### config.mk
export PLATFORM = sky130hd
export DESIGN_NAME = hilo_div_sequencer_flat
export DESIGN_NICKNAME = d
export VERILOG_FILES = /design/src/rtl/hilo_div_sequencer_if.sv /design/src/rtl/hilo_div_sequencer.sv /design/src/flat_wrapper.sv
export SDC_FILE = /design/constraint.sdc
export NUM_CORES = 1
export LEC_CHECK = 0
export CORE_AREA = 2 2 39 41
export CTS_CLUSTER_DIAMETER = 200
export DETAILED_ROUTE_END_ITERATION = 7
export DIE_AREA = 0 0 41 43
export PLACE_DENSITY = 0.69
export SLEW_MARGIN = 30
export SYNTH_ARGS = -nofsm -noshare
export SYNTH_HDL_FRONTEND = slang
export SYNTH_SLANG_ARGS = --single-unit
### constraint.sdc
create_clock -name clk -period 3.43 [get_ports clk]
set_clock_uncertainty 0.1 [all_clocks]
set_input_delay 0.686 -clock clk [delete_from_list [all_inputs] [get_ports clk]]
set_output_delay 0.686 -clock clk [all_outputs]
set_load 0.03 [all_outputs]
### src/rtl/hilo_div_sequencer_if.sv
// hilo_div_sequencer_if
// Groups the decode-stage request and the sequencer's control outputs so the
// decode side (master) and the HI/LO divide sequencer (slave) share one bundle.
interface hilo_div_sequencer_if;
    logic       id_valid;
    logic [5:0] id_opcode;
    logic [5:0] id_funct;
    logic       ex_advance;
    logic       stall_id;
    logic       div_start;
    logic       hilo_write;
    logic       busy;

    modport master (
        output id_valid,
        output id_opcode,
        output id_funct,
        output ex_advance,
        input  stall_id,
        input  div_start,
        input  hilo_write,
        input  busy
    );

    modport slave (
        input  id_valid,
        input  id_opcode,
        input  id_funct,
        input  ex_advance,
        output stall_id,
        output div_start,
        output hilo_write,
        output busy
    );
endinterface

### src/rtl/hilo_div_sequencer.sv
// hilo_div_sequencer
// Sequences a fixed-latency divider and the HI/LO register write, and holds
// the decode stage when a DIV or MFHI/MFLO would collide with a divide in flight.
// A DIV issued in cycle T pulses div_start in T, and hilo_write fires in
// T+DIV_CYCLES exactly; a new DIV may issue in that same write cycle.
// Optional feature macro: HILO_BYPASS_EN -- when defined, MFHI/MFLO is not
// held in the write cycle because the result is forwarded there; when
// undefined, MFHI/MFLO is held through the write cycle.
// Reset is synchronous and active-low; outputs are forced low while it is held.
module hilo_div_sequencer #(
    parameter int DIV_CYCLES = 32
) (
    input  logic                   clk,
    input  logic                   rst_b,
    hilo_div_sequencer_if.slave    bus
);

    localparam int CNT_W = $clog2(DIV_CYCLES) + 1;

    localparam logic [1:0] ST_IDLE = 2'd0;
    localparam logic [1:0] ST_BUSY = 2'd1;
    localparam logic [1:0] ST_DONE = 2'd2;

    localparam logic [CNT_W-1:0] CNT_LOAD = CNT_W'(DIV_CYCLES - 1);
    localparam logic [CNT_W-1:0] CNT_ONE  = CNT_W'(1);
    localparam logic [CNT_W-1:0] CNT_ZERO = CNT_W'(0);

    localparam logic [5:0] OP_SPECIAL = 6'h00;
    localparam logic [5:0] FN_DIV     = 6'h1A;
    localparam logic [5:0] FN_MFHI    = 6'h10;
    localparam logic [5:0] FN_MFLO    = 6'h12;

`ifdef HILO_BYPASS_EN
    localparam logic BYPASS_EN = 1'b1;
`else
    localparam logic BYPASS_EN = 1'b0;
`endif

    // Decode helpers kept as functions so the instruction classes read plainly.
    function automatic logic f_is_div(input logic v, input logic [5:0] op, input logic [5:0] fn);
        return v & (op == OP_SPECIAL) & (fn == FN_DIV);
    endfunction

    function automatic logic f_is_mfhilo(input logic v, input logic [5:0] op, input logic [5:0] fn);
        return v & (op == OP_SPECIAL) & ((fn == FN_MFHI) | (fn == FN_MFLO));
    endfunction

    logic [1:0]       state_q;
    logic [1:0]       state_d;
    logic [CNT_W-1:0] cnt_q;
    logic [CNT_W-1:0] cnt_d;
    logic             is_div_s;
    logic             is_mfhilo_s;
    logic             stall_s;
    logic             issue_s;

    // Classify the decode-stage instruction and decide whether it must be held.
    always_comb begin
        is_div_s    = f_is_div(bus.id_valid, bus.id_opcode, bus.id_funct);
        is_mfhilo_s = f_is_mfhilo(bus.id_valid, bus.id_opcode, bus.id_funct);
        stall_s     = 1'b0;
        case (state_q)
            ST_IDLE: stall_s = 1'b0;
            ST_BUSY: stall_s = is_div_s | is_mfhilo_s;
            // A DIV may issue in the write cycle; only an unbypassed HI/LO read waits.
            ST_DONE: stall_s = is_mfhilo_s & ~BYPASS_EN;
            default: stall_s = 1'b0;
        endcase
        issue_s = is_div_s & bus.ex_advance & ~stall_s;
    end

    // Next-state and latency counter: load on issue, count down, never wrap.
    always_comb begin
        state_d = state_q;
        cnt_d   = cnt_q;
        case (state_q)
            ST_IDLE: begin
                if (issue_s) begin
                    state_d = ST_BUSY;
                    cnt_d   = CNT_LOAD;
                end else begin
                    state_d = ST_IDLE;
                    cnt_d   = CNT_ZERO;
                end
            end
            ST_BUSY: begin
                if (cnt_q <= CNT_ONE) begin
                    state_d = ST_DONE;
                    cnt_d   = CNT_ZERO;
                end else begin
                    state_d = ST_BUSY;
                    cnt_d   = cnt_q - CNT_ONE;
                end
            end
            ST_DONE: begin
                if (issue_s) begin
                    state_d = ST_BUSY;
                    cnt_d   = CNT_LOAD;
                end else begin
                    state_d = ST_IDLE;
                    cnt_d   = CNT_ZERO;
                end
            end
            default: begin
                state_d = ST_IDLE;
                cnt_d   = CNT_ZERO;
            end
        endcase
    end

    // State and counter registers with synchronous active-low reset.
    always_ff @(posedge clk) begin
        if (!rst_b) begin
            state_q <= ST_IDLE;
            cnt_q   <= CNT_ZERO;
        end else begin
            state_q <= state_d;
            cnt_q   <= cnt_d;
        end
    end

    // Output decode; everything is held low while reset is asserted.
    always_comb begin
        bus.stall_id   = rst_b & stall_s;
        bus.div_start  = rst_b & issue_s;
        bus.hilo_write = rst_b & (state_q == ST_DONE);
        bus.busy       = rst_b & ((state_q == ST_BUSY) | (state_q == ST_DONE));
    end

endmodule

### src/flat_wrapper.sv
// flat-port wrapper written by rule: the top's interface ports become plain ports
module hilo_div_sequencer_flat 
#(
    parameter int DIV_CYCLES = 32
)
  (clk, rst_b, bus_id_valid, bus_id_opcode, bus_id_funct, bus_ex_advance, bus_stall_id, bus_div_start, bus_hilo_write, bus_busy);
  hilo_div_sequencer_if bus_i ();
  input  logic clk;
  input  logic rst_b;
  input wire logic [$bits(bus_i.id_valid)-1:0] bus_id_valid;
  input wire logic [$bits(bus_i.id_opcode)-1:0] bus_id_opcode;
  input wire logic [$bits(bus_i.id_funct)-1:0] bus_id_funct;
  input wire logic [$bits(bus_i.ex_advance)-1:0] bus_ex_advance;
  output wire logic [$bits(bus_i.stall_id)-1:0] bus_stall_id;
  output wire logic [$bits(bus_i.div_start)-1:0] bus_div_start;
  output wire logic [$bits(bus_i.hilo_write)-1:0] bus_hilo_write;
  output wire logic [$bits(bus_i.busy)-1:0] bus_busy;
  assign bus_i.id_valid = bus_id_valid;
  assign bus_i.id_opcode = bus_id_opcode;
  assign bus_i.id_funct = bus_id_funct;
  assign bus_i.ex_advance = bus_ex_advance;
  assign bus_stall_id = bus_i.stall_id;
  assign bus_div_start = bus_i.div_start;
  assign bus_hilo_write = bus_i.hilo_write;
  assign bus_busy = bus_i.busy;
  hilo_div_sequencer #(.DIV_CYCLES(DIV_CYCLES)) u_core (.clk(clk), .rst_b(rst_b), .bus(bus_i));
endmodule
# --- After elaboration in Yosys (flattened, before gate mapping) ---
# Cells that the tools add are included.
totals:
  latchBits: 0
  memories: 0
  reg_bits: 8
  ram_bits: 0
  rom_bits: 0
classes:
  muxes: 7
  order_cmp: 1
  n_reduce_logical: 3
  n_mul: 0
  shift: 0
  eq_ne: 5
  n_div: 0
  bitwise: 13
  addsub: 1
ops:
  columns: ["op", "count"]
  rows:
  - ["$eq 6x5->1 const B", 3]
  - ["$pmux 6 s2", 1]
  - ["$and 1x1->1", 9]
  - ["$le 6x1->1 const B", 1]
  - ["$logic_not 6->1", 1]
  - ["$mux 6", 1]
  - ["$sub 6x1->6 const B", 1]
  - ["$mux 5", 1]
  - ["$pmux 2 s2", 1]
  - ["$or 1x1->1", 3]
  - ["$eq 2x1->1 const B", 1]
  - ["$eq 2x2->1 const B", 1]
  - ["$logic_not 2->1", 1]
  - ["$mux 2", 1]
  - ["$pmux 1 s2", 1]
  - ["$reduce_or 2->1", 1]
  - ["$mux 1", 1]
  - ["$not 1->1", 1]

# --- Longest topological paths before layout ---
logic_depth:
  word_depth: 9
  ltp_mapped: 5
  ltp_nobuf: 5

# --- Worst setup path after synthesis ---
# Ideal clock, no wire load.
synth_timing:
  path_kind: "in2out"
  from: "in bus_id_funct[5]"
  to: "out bus_div_start"
  path_slack_ns: 0.634
  cell_stages: 3
  arrival_time_ns: 2.010
  cell_sequence: "nor4b_1 -> nand3_1 -> a211oi_1"
synth_via:
  elab_chain_len: 8
  word_cells_on_any_way: 12
  classes_between: "eq/ne: 3; mux: 1; bitwise: 8"
synth_lines:
  columns: ["element", "line_no", "text"]
  rows:
  - ["start, declared", "flat_wrapper.sv:12", "input wire logic [$bits(bus_i.id_funct)-1:0] bus_id_funct;"]
  - ["$eq 6x5->1", "hilo_div_sequencer.sv:45", "return v & (op == OP_SPECIAL) & ((fn == FN_MFHI) | (fn == FN_MFLO));"]
  - ["$or 1x1->1", "hilo_div_sequencer.sv:45", null]
  - ["$and 1x1->1", "hilo_div_sequencer.sv:45", null]
  - ["$or 1x1->1", "hilo_div_sequencer.sv:64", "ST_BUSY: stall_s = is_div_s | is_mfhilo_s;"]
  - ["$pmux 1 s2", "hilo_div_sequencer.sv:62", "case (state_q)"]
  - ["$not 1->1", "hilo_div_sequencer.sv:69", "issue_s = is_div_s & bus.ex_advance & ~stall_s;"]
  - ["$and 1x1->1 (*)", "hilo_div_sequencer.sv:69", null]
  - ["$and 1x1->1 (*)", "hilo_div_sequencer.sv:125", "bus.div_start = rst_b & issue_s;"]
  - ["end, declared", "flat_wrapper.sv:15", "output wire logic [$bits(bus_i.div_start)-1:0] bus_div_start;"]
# Every way passes the cells marked *; elsewhere a longest branch is shown, timed or not.

# --- Worst setup path after layout ---
layout_timing:
  from: "in rst_b"
  to: "out bus_div_start"
layout_via:
  elab_chain_len: 1
layout_lines:
  columns: ["element", "line_no", "text"]
  rows:
  - ["start, declared", "flat_wrapper.sv:9", "input logic rst_b;"]
  - ["$and 1x1->1", "hilo_div_sequencer.sv:125", null]
# No other way between the ends.

==> load_flow_metrics.sql <==
INSERT INTO impl_metrics (metric_group, metric, value, unit) VALUES
('run_status', 'result_of_the_run', 'complete, no violations', ''),
('worst_setup_path', 'critical_path.endpoint_type', 'output port', ''),
('logic_synthesis', 'synth.mux.area_fraction', '0', ''),
('logic_synthesis', 'ys_seq_area_frac', '0.336', ''),
('logic_synthesis', 'synth_simple_gate_area_share', '0.218', ''),
('floorplan', 'row_count', '14', ''),
('cts', 'cts.clk_slew.worst_paths', '0.05', 'ns'),
('detailed_routing', 'post-route-drc-count', '0', ''),
('cts', 'tritoncts', 'done', ''),
('cts', 'clkSinkCount', '8', ''),
('logic_synthesis', 'synth_area', '477', 'um2'),
('logic_synthesis', 'syn_avg_cell_area', '9.53', 'um2'),
('floorplan', 'die_x', '41', 'um'),
('min_path', 'min_path_type', 'flip-flop to flip-flop', ''),
('floorplan', 'die_h', '43', 'um'),
('grt', 'grt_antenna_before_repair', '0', ''),
('final_layout', 'nets', '96', ''),
('worst_setup_path', 'crit_arrival', '2.25', 'ns'),
('final_layout', 'share_of_final_layout_standard_cells_stronger_than_drive_strength_1', '0.0833', ''),
('worst_setup_path', 'worst-endpoint-required', '2.64', 'ns'),
('cts', 'ctsRootBufferMaster', 'sky130_fd_sc_hd__clkbuf_4', ''),
('detailed_routing', 'avgViaCountPerCell', '5.17', ''),
('cts', 'post_cts_resize_count', '0', ''),
('placed_design', 'dpl.cell_count', '85', ''),
('detailed_routing', 'dr.pass1.iters', '2', ''),
('detailed_routing', 'detailedRoute.firstIterationViolations', '5', ''),
('detailed_routing', 'wire_length_per_cell', '12.2', 'um'),
('cts', 'maximum_count_of_clock_buffers_along_a_single_path', '2', ''),
('timing', 'actual_slew_at_the_worst_max_slew_pin', '0.489', 'ns'),
('floorplan', 'top_level_ports', '20', ''),
('detailed_routing', 'routed-via-count', '455', ''),
('placed_design', 'io_buffer_count', '19', ''),
('grt', 'gr-total-overflow', '0', ''),
('timing', 'max-slew-margin-rel', '0.674', ''),
('final_layout', 'area_delta_synth_final', '47.8', '%'),
('cts', 'cts.repair_timing.setup_buffer_count', '0', ''),
('timing', 'timing.final.crit_share', '0.885', ''),
('pwr', 'ir_worst_vdd', '0.151', 'mV'),
('worst_setup_path', 'worstPathMaxFanout', '8', ''),
('cts', 'htree_levels', '1', ''),
('final_layout', 'layout.filler_cells', '136', ''),
('grt', 'first_pass_grt_wire_length', '1.83', 'mm'),
('logic_synthesis', 'share_of_the_synthesized_area_in_compound_gates_ao_oa_aoi_oai', '0.202', ''),
('worst_setup_path', 'critPathKind', 'input port to output port', ''),
('cts', 'clock_insertion_delay_worst_skew', '0.25', 'ns'),
('logic_synthesis', 'yosys.area_share.adder', '0.157', ''),
('pwr', 'power_per_cell_area', '258', 'nW/um2'),
('logic_synthesis', 'synth.ff_latch_count', '8', ''),
('timing', 'final_number_of_hold_violating_endpoints', '0', ''),
('placed_design', 'gp_congestion', '0.707', ''),
('timing', 'timing.fmax', '329', 'MHz'),
('timing', 'rsz_0062_raised_after_global_routing', 'false', ''),
('cts', 'inserted_clock_buffers', '3', ''),
('flow_run', 'drv_cap', '0', ''),
('grt', 'pin_count_of_the_biggest_net_entering_global_routing', '9', ''),
('floorplan', 'fp.coreArea', '1380', 'um2'),
('floorplan', 'floorplan.die_area', '1760', 'um2'),
('grt', 'grt_util_all_layers', '0.153', ''),
('pwr', 'leakage', '0.277', 'nW'),
('timing', 'finalSetupViolations', '0', ''),
('timing', 'final_max_slew_viol_count', '0', ''),
('final_layout', 'mostFrequentLayoutCell', 'sky130_fd_sc_hd__clkdlybuf4s50_1', ''),
('final_layout', 'layout_common_cells', '17 x sky130_fd_sc_hd__clkdlybuf4s50_1, 8 x sky130_fd_sc_hd__dfxtp_1, 6 x sky130_fd_sc_hd__ha_1, 5 x sky130_fd_sc_hd__o22ai_1, 4 x sky130_fd_sc_hd__inv_1', ''),
('logic_synthesis', 'yosys.area_share.xor_xnor', '0.0551', ''),
('timing', 'tns', '0', 'ns'),
('grt', 'number_of_global_route_vias_before_repair', '452', ''),
('final_layout', 'number_of_cells_in_the_finished_layout_apart_from_fillers', '88', ''),
('logic_synthesis', 'synth_fp_nets', '72', ''),
('worst_setup_path', 'timing.critical_path.from_type', 'input port', ''),
('timing', 'post-route-min-period', '3.04', 'ns'),
('detailed_routing', 'ant_nets', '0', ''),
('logic_synthesis', 'synth_top_family_by_area', 'simple AND/OR/NAND/NOR gates', ''),
('cts', 'postCtsHoldBufs', '0', ''),
('logic_synthesis', 'post_synth_num_cell_types', '21', ''),
('logic_synthesis', 'yosys_warnings', '0', ''),
('floorplan', 'initial_utilization', '0.344', ''),
('detailed_routing', 'totalWireLength', '1.07', 'mm'),
('placed_design', 'hpwl_reported_at_the_end_of_detailed_placement', '915', 'um'),
('worst_setup_path', 'worst_case_register_to_register_setup_slack', '1.86', 'ns'),
('final_layout', 'diodes', '0', ''),
('logic_synthesis', 'synth_cells', '50', '');
power by group:
part           internal [mW]  total [mW]  leakage, nW  switching, mW
Sequential            0.0931      0.0931       0.0644     0.00000348
Clock                 0.0398      0.0679       0.0138         0.0281
Combinational         0.0166      0.0209        0.199        0.00435
Total                  0.149       0.182        0.277         0.0325
synthesized netlist by cell type:
library cell	count	area [um2]
sky130_fd_sc_hd__nor2_1	1	3.75
sky130_fd_sc_hd__a211o_1	1	8.76
sky130_fd_sc_hd__nor3b_1	2	15.0
sky130_fd_sc_hd__o31ai_1	1	7.51
sky130_fd_sc_hd__o21ai_0	1	5.00
sky130_fd_sc_hd__ha_1	6	75.1
sky130_fd_sc_hd__o22ai_1	5	31.3
sky130_fd_sc_hd__or4_1	1	7.51
sky130_fd_sc_hd__or3_4	1	11.3
sky130_fd_sc_hd__and2_1	2	12.5
sky130_fd_sc_hd__o21bai_1	3	22.5
sky130_fd_sc_hd__nand3_1	2	10.0
sky130_fd_sc_hd__a2bb2oi_1	1	8.76
sky130_fd_sc_hd__dfxtp_1	8	160
sky130_fd_sc_hd__nor4b_1	3	26.3
sky130_fd_sc_hd__xnor2_1	3	26.3
sky130_fd_sc_hd__a21oi_1	1	5.00
sky130_fd_sc_hd__nand3b_1	1	7.51
sky130_fd_sc_hd__inv_1	4	15.0
sky130_fd_sc_hd__a211oi_1	1	7.51
sky130_fd_sc_hd__nor3_1	2	10.0
layer usage:
metal | up-vias | track usage | wire [um]
li1 | 236 | - | -
met1 | 212 | 0.183 | 474
met2 | 7 | 0.253 | 568
met3 | 0 | 0.0628 | 27
met4 | 0 | 0.0200 | 0
met5 | - | 0 | 0
stage by stage:
step	total power [mW]	instance area, um2	utilization	hold WS [ns]	worst slack (ns)
3_5_place_dp	0.116	682	0.493	0.375	0.381
5_1_grt	0.195	704	0.509	0.421	0.257
6_report	0.182	704	0.509	0.382	0.394
3_3_place_gp	0.115	682	0.493	0.366	0.429
2_1_floorplan	0.0977	477	-	0.349	0.634
4_1_cts	0.187	704	0.509	0.384	0.382
registers in the layout, summed over array words and instances, names as in the netlist:
name,cells
u_core.cnt_q,6
u_core.state_q,2
critical path: stages:
cell and delay (ns):
sky130_fd_sc_hd__clkdlybuf4s50_1 0.50, sky130_fd_sc_hd__nor4b_1 0.28, sky130_fd_sc_hd__nand3_1 0.29, sky130_fd_sc_hd__a211oi_1 0.29, sky130_fd_sc_hd__buf_4 0.20
final cells by class:
cell class	instances	area [um2]	share of cell area
multi-input combinational	38	302	0.428
timing repair buffer	19	185	0.263
sequential	8	160	0.227
clock buffer	3	22.5	0.0320
tap	16	20.0	0.0284
inverter	4	15.0	0.0213
path summary, 6_finish.rpt:
| check | from | end | cells after the start |
|---|---|---|---|
| setup reg to reg | u_core.cnt_q[2] | u_core.state_q[0] | 3 |
| hold / removal | u_core.cnt_q[5] | u_core.cnt_q[5] | 2 |
| setup / recovery | rst_b | bus_div_start | 5 |
| hold reg to reg | u_core.cnt_q[5] | u_core.cnt_q[5] | 2 |
kinds of logic (layout without fill, tap and decap cells):
family | count (synthesis) | in the layout
simple gates | 15 | 15
flops | 8 | 8
buf+inv | 4 | 26
fa+ha+maj | 6 | 6
compound gates | 14 | 14
xor+xnor | 3 | 3
Power figures use the tool's default switching activity.
